`src/rtl/pkt_fifo_writer.sv`:
```
// rtl/pkt_fifo_writer.sv - packet ingress writer with commit/rewind control of a sync FIFO
//
// Purpose: writes {eop, sop, data} beats into a fifo_sync built with pointer
// reset support, holds each packet uncommitted until the filter decides, and
// either advances commit_wptr (keep) or rewinds the FIFO write pointer to the
// packet start (drop, overflow, malformed).
//
// Ports:
//   clk, reset                    clock, synchronous active-high reset
//   in_valid/in_ready             beat handshake
//   in_data, in_sop, in_eop       beat payload and packet delimiters
//   dec_valid/dec_ready, dec_drop filter decision handshake, 1 = drop
//   fifo_wdata, fifo_wen          FIFO write port
//   fifo_full, fifo_wptr          FIFO status
//   fifo_wrst, fifo_rst_wptr      FIFO write-pointer rewind
//   commit_wptr                   end of the last committed packet
//   pkt_commit/drop/ovf           single-cycle event pulses
//   cnt_commit/drop/ovf           saturating event counters

module pkt_fifo_writer #(
  parameter int ADDR_WIDTH = 11,
  parameter int W_DATA     = 18,
  parameter int W_CNT      = 16
) (
  input  logic                  clk,
  input  logic                  reset,
  input  logic                  in_valid,
  output logic                  in_ready,
  input  logic [W_DATA-1:0]     in_data,
  input  logic                  in_sop,
  input  logic                  in_eop,
  input  logic                  dec_valid,
  input  logic                  dec_drop,
  output logic                  dec_ready,
  output logic [W_DATA+1:0]     fifo_wdata,
  output logic                  fifo_wen,
  input  logic                  fifo_full,
  input  logic [ADDR_WIDTH:0]   fifo_wptr,
  output logic                  fifo_wrst,
  output logic [ADDR_WIDTH:0]   fifo_rst_wptr,
  output logic [ADDR_WIDTH:0]   commit_wptr,
  output logic                  pkt_commit,
  output logic                  pkt_drop,
  output logic                  pkt_ovf,
  output logic [W_CNT-1:0]      cnt_commit,
  output logic [W_CNT-1:0]      cnt_drop,
  output logic [W_CNT-1:0]      cnt_ovf
);

  typedef enum logic [2:0] {
    S_IDLE,
    S_RECV,
    S_WAIT_DEC,
    S_DISCARD,
    S_REWIND
  } state_t;

  state_t                r_state;
  logic                  r_ovf_flag;
  logic [ADDR_WIDTH:0]   r_start_ptr;
  logic [ADDR_WIDTH:0]   r_commit_wptr;
  logic [ADDR_WIDTH:0]   r_fifo_rst_wptr;
  logic                  r_fifo_wrst;
  logic                  r_pkt_commit;
  logic                  r_pkt_drop;
  logic                  r_pkt_ovf;
  logic [W_CNT-1:0]      r_cnt_commit;
  logic [W_CNT-1:0]      r_cnt_drop;
  logic [W_CNT-1:0]      r_cnt_ovf;

  logic                  w_accept;
  logic                  w_malformed;
  logic                  w_dec_hs;
  logic                  w_go_rewind;

  function automatic logic [W_CNT-1:0] sat_inc(input logic [W_CNT-1:0] v);
    return (&v) ? v : v + W_CNT'(1);
  endfunction

  // A sop inside an open packet stalls the beat; it is taken again from IDLE
  // once the broken packet has been rewound.
  assign w_malformed = (r_state == S_RECV) && in_valid && in_sop;

  always_comb begin
    in_ready = 1'b0;
    case (r_state)
      S_IDLE, S_DISCARD: in_ready = 1'b1;
      S_RECV:            in_ready = !fifo_full && !w_malformed;
      default:           in_ready = 1'b0;
    endcase
  end

  assign w_accept   = in_valid && in_ready;
  assign fifo_wen   = w_accept && (((r_state == S_IDLE) && in_sop) || (r_state == S_RECV));
  assign fifo_wdata = {in_eop, in_sop, in_data};
  assign dec_ready  = (r_state == S_WAIT_DEC);
  assign w_dec_hs   = dec_valid && dec_ready;

  // An overflowed packet is erased whatever the filter says.
  assign w_go_rewind = w_malformed ||
                       ((r_state == S_WAIT_DEC) && w_dec_hs && (dec_drop || r_ovf_flag));

  always_ff @(posedge clk) begin
    if (reset) begin
      r_state         <= S_IDLE;
      r_ovf_flag      <= 1'b0;
      r_start_ptr     <= '0;
      r_commit_wptr   <= '0;
      r_fifo_rst_wptr <= '0;
      r_fifo_wrst     <= 1'b0;
      r_pkt_commit    <= 1'b0;
      r_pkt_drop      <= 1'b0;
      r_pkt_ovf       <= 1'b0;
      r_cnt_commit    <= '0;
      r_cnt_drop      <= '0;
      r_cnt_ovf       <= '0;
    end else begin
      r_fifo_wrst  <= 1'b0;
      r_pkt_commit <= 1'b0;
      r_pkt_drop   <= 1'b0;
      r_pkt_ovf    <= 1'b0;

      if (w_go_rewind) begin
        // wrst and the event pulse are registered so they appear together in
        // the single REWIND cycle.
        r_state         <= S_REWIND;
        r_fifo_wrst     <= 1'b1;
        r_fifo_rst_wptr <= r_start_ptr;
        r_ovf_flag      <= 1'b0;
        if (r_ovf_flag) begin
          r_pkt_ovf <= 1'b1;
          r_cnt_ovf <= sat_inc(r_cnt_ovf);
        end else begin
          r_pkt_drop <= 1'b1;
          r_cnt_drop <= sat_inc(r_cnt_drop);
        end
      end else begin
        case (r_state)
          S_IDLE: begin
            if (w_accept && in_sop) begin
              r_start_ptr <= fifo_wptr;
              // A sop arriving at a full FIFO cannot be stored; treat the
              // whole packet as overflowed.
              r_ovf_flag  <= fifo_full;
              if (in_eop)         r_state <= S_WAIT_DEC;
              else if (fifo_full) r_state <= S_DISCARD;
              else                r_state <= S_RECV;
            end
          end
          S_RECV: begin
            if (in_valid && fifo_full) begin
              r_ovf_flag <= 1'b1;
              r_state    <= S_DISCARD;
            end else if (w_accept && in_eop) begin
              r_state <= S_WAIT_DEC;
            end
          end
          S_DISCARD: begin
            if (w_accept && in_eop) r_state <= S_WAIT_DEC;
          end
          S_WAIT_DEC: begin
            // fifo_wptr already includes the eop word here.
            if (w_dec_hs) begin
              r_commit_wptr <= fifo_wptr;
              r_pkt_commit  <= 1'b1;
              r_cnt_commit  <= sat_inc(r_cnt_commit);
              r_state       <= S_IDLE;
            end
          end
          S_REWIND: begin
            r_state <= S_IDLE;
          end
          default: begin
            r_state <= S_IDLE;
          end
        endcase
      end
    end
  end

  assign fifo_wrst     = r_fifo_wrst;
  assign fifo_rst_wptr = r_fifo_rst_wptr;
  assign commit_wptr   = r_commit_wptr;
  assign pkt_commit    = r_pkt_commit;
  assign pkt_drop      = r_pkt_drop;
  assign pkt_ovf       = r_pkt_ovf;
  assign cnt_commit    = r_cnt_commit;
  assign cnt_drop      = r_cnt_drop;
  assign cnt_ovf       = r_cnt_ovf;

endmodule

```
`config.mk`:
```
export PLATFORM = sky130hd
export DESIGN_NAME = pkt_fifo_writer
export DESIGN_NICKNAME = d
export VERILOG_FILES = /design/src/rtl/pkt_fifo_writer.sv
export SDC_FILE = /design/constraint.sdc
export NUM_CORES = 1
export LEC_CHECK = 0
export ABC_AREA = 1
export BUFFER_PORTS_ARGS = -buffer_cell sky130_fd_sc_hd__clkbuf_2
export CAP_MARGIN = 20
export CORE_ASPECT_RATIO = 0.5
export CORE_MARGIN = 2
export CORE_UTILIZATION = 45
export CTS_CLUSTER_DIAMETER = 150
export CTS_CLUSTER_SIZE = 20
export DETAILED_ROUTE_END_ITERATION = 6
export PLACE_DENSITY = 0.71
export SKIP_CTS_REPAIR_TIMING = 1
export SYNTH_ARGS = -nofsm -noshare
export SYNTH_HDL_FRONTEND = slang
export SYNTH_SLANG_ARGS = --single-unit
```
`constraint.sdc`:
```
create_clock -name clk -period 2.4 [get_ports clk]
set_input_delay 0.48 -clock clk [delete_from_list [all_inputs] [get_ports clk]]
set_output_delay 0.48 -clock clk [all_outputs]
set_load 0.02 [all_outputs]
```
==> summary.md <==
| Metric | Value |
|---|---|
| Status | finished clean |
| PwrDens | 632 nW/um^2 |
| Synth warn | 0 |
| Worst Hold Endpoint | commit_wptr[9] |
| Die width | 146 microns |
| CP required | 1.92 ns |
| Minimum clock period after layout | approximately 2 ns |
| Total power | 3340 uW |
| Commonest non-fill, non-tap cells in the layout | nand2_1 (191), clkbuf_2 (100), dfxtp_1 (92), nor2_1 (67), a21oi_1 (66) |
| Port Buffers | 100 |
| Syn Inst Count | around 650 |
| Initial Utilization | 47.0% |
| GPL Wtd Cong | 0.904 |
| Share of cells above drive strength 1 | 19.0% |
| Global route total overflow | 0 |
| Worst setup EP type | output port |
| Vias in the first global route | 3,835 |
| Netlist cell types | 30 |
| Max H-tree Level | 3 |
| Clk pin slew, worst setup/hold paths | ~0.07 ns |
| 1st-pass router iterations | 4 |
| Setup Crit Path Kind | reg -> out |
| Full die area | approximately 11,000 sq um |
| Hold depth | 3 |
| Slew HR | 60.2% |
| Routed len/inst | 12.4 microns |
| Clock Path Buffers | 2 |
| Hold Violations, Final | 0 |
| Commonest non-fill, non-tap cell in the layout | nand2_1 |
| Final setup fails | 0 |
| Post-Syn Area | 4510 sq um |
| Diode count | 0 |
| Max-slew violations | 0 |
| Net count after synthesis | slightly below 700 |
| Fin nets | 768 |
| Die H | about 75 microns |
| Clock skew | 0.00885 ns |
| Top Ports | roughly 140 |
| Leading post-synthesis cells by cell area | dfxtp_1 (41%), nand2_1 (16%), a21oi_1 (7.3%), nor2_1 (5.6%), nand3_1 (5.0%) |
| Vias per inst | between 4 and 5 |
| Gr usage total | between 10% and 20% |
| RSZ-0062 raised after global routing | no |
| CTS tree | built |
| Largest net degree at the start of global routing | 29 |
| Row count | 25 |
| Post-synth top flop | dfxtp_1 |
| Peak VDD IR | 346 uV |
| Post-synth top area share | 40.8% |
| Sequential share of the synthesized area | between 40% and 50% |
| Worst r2r src | cnt_drop[0] |
| Leakage | between 0.002 and 0.0025 uW |
| HP Class | in -> reg |
| #FFs+latches synth | 92 |
| Critical Path Fanout Max | 7 |
| Clk sinks | 92 |
| Flop-to-flop setup slack | 0.41 ns |
| R2R Path End | cnt_drop[0] |
| Avg Cell Area, Syn | 6.97 sq um |
| Drt total wl | 10,700 microns |
| Via Count | 4,303 |
| Crit path from | r_state[0] |
| CTS buffer count | 9 |
| Core Area | 9600 sq um |
| Cell taking the most area after synthesis | dfxtp_1 |
| Max_cap viols | 0 |
| Iteration-0 DRC Markers | between 200 and 300 |
| Dpl hpwl | 7670 microns |
| Worst reg2reg path depth | 11 |
| Clock Tree Root | clkbuf_16 |
| Global-route wire length before repair | around 17,000 microns |
| Filler cells | about 950 |
| Initial antenna violation count | 0 |
| Startpoint types | register |
| Worst Min Path Start | fifo_wptr[9] |
| Antenna Violating Nets Remaining | 0 |
| Worst Max-Slew Pin Slew | slightly below 0.6 ns |
| Detailed-route DRC error count | 0 |
| Number of synthesized flops with an enable pin | 0 |
| Layout area overhead | 17.3% |
| Final worst path period share | 83.2% |
| Worst-skew pair later-pin latency | 0.34 ns |
| Worst Path Arrival | between 1.5 and 2 ns |
| FFs w/ async S/R, synth | 0% |
| Top achievable clock speed | 0.501 GHz |
| Setup_tns | 0 ns |
cell type report:
| class | instances | area [sq um] | share of cell area [%] |
|---|---|---|---|
| Multi-Input combinational cell | 469 | 2250 | 42.5 |
| Inverter | 47 | 178 | 3.36 |
| Clock buffer | 11 | 253 | 4.78 |
| Timing Repair Buffer | 108 | 561 | 10.6 |
| Clock inverter | 5 | 40.0 | 0.757 |
| Sequential cell | 92 | 1840 | 34.8 |
| Tap cell | 135 | 169 | 3.19 |
worst max-delay path, cell delays in order (launching register included):
cell and delay, ns:
dfxtp_1 0.48, inv_2 0.13, nor2_1 0.10, nand2_1 0.06, and2_1 0.15, o2111a_1 0.11
clkbuf_2 0.15
metrics by stage:
stage | worst slack (ns) | util, % | cell area (sq um) | hold WS [ns] | instances
CTS | 0.392 | 55.1 | 5290 | 0.364 | 867
global placement | 0.485 | 52.0 | 5000 | 0.435 | 851
detailed placement | 0.428 | 52.0 | 5000 | 0.443 | 851
floorplan | 0.587 | - | 4510 | 0.425 | 647
global route | 0.224 | 55.1 | 5290 | 0.382 | 867
finish | 0.403 | 55.1 | 5290 | 0.376 | 867
state kept, by name, indices dropped and copies added (netlist names):
name and flops:
r_state 3, r_ovf_flag 1, pkt_drop 1, cnt_drop 16, cnt_commit 16, r_start_ptr 12
pkt_commit 1, cnt_ovf 16, commit_wptr 12, pkt_ovf 1, fifo_wrst 1, fifo_rst_wptr 12
Yosys cell counts, types with 4 or more instances:
| cell type | count |
|---|---|
| inv_1 | 43 |
| clkbuf_1 | 10 |
| nor2_2 | 6 |
| dfxtp_1 | 92 |
| nor2_1 | 67 |
| xor2_1 | 17 |
| nand4_1 | 12 |
| nand3_1 | 45 |
| o21ai_1 | 6 |
| o21ai_0 | 25 |
| buf_2 | 4 |
| a21oi_1 | 66 |
| nand3b_1 | 4 |
| xnor2_1 | 14 |
| buf_4 | 24 |
| nand2_1 | 191 |
layer usage:
metal  up-vias  wire length (microns)  GRT usage [%]
met1      1955                   5150           24.6
met4         0                    102           8.28
met2       112                   4940           34.5
met5         -                      0              0
met3         9                    529           4.06
li1       2227                      -              -
logic make-up after synthesis:
logic type	count (synthesis)	synth area share (%)
AOI/OAI and AO/OA	102	12.0
xor gates and xnor gates	31	6.02
adders and majority gates	3	0.832
buffers and inverters	86	9.29
DFF	92	40.8
and+or+nand+nor	333	31.0
where the power goes:
group | switching, uW | total, uW | internal [uW] | leakage, uW
registers | 33.7 | 1610 | 1580 | 0.000744
clock network | 603 | 1370 | 770 | 0.000147
logic | 247 | 359 | 113 | 0.00127
how the worst max path moves through the flow:
stage / endpoint / slack, ns / depth (start not counted)
finish: fifo_wen / 0.40 / 6
global route: cnt_drop[11] / 0.22 / 10
CTS: fifo_wen / 0.39 / 6
detailed placement: cnt_drop[0] / 0.43 / 11
global placement: cnt_commit[8] / 0.49 / 8
floorplan: cnt_drop[13] / 0.59 / 10
Power figures use the tool's default switching activity.
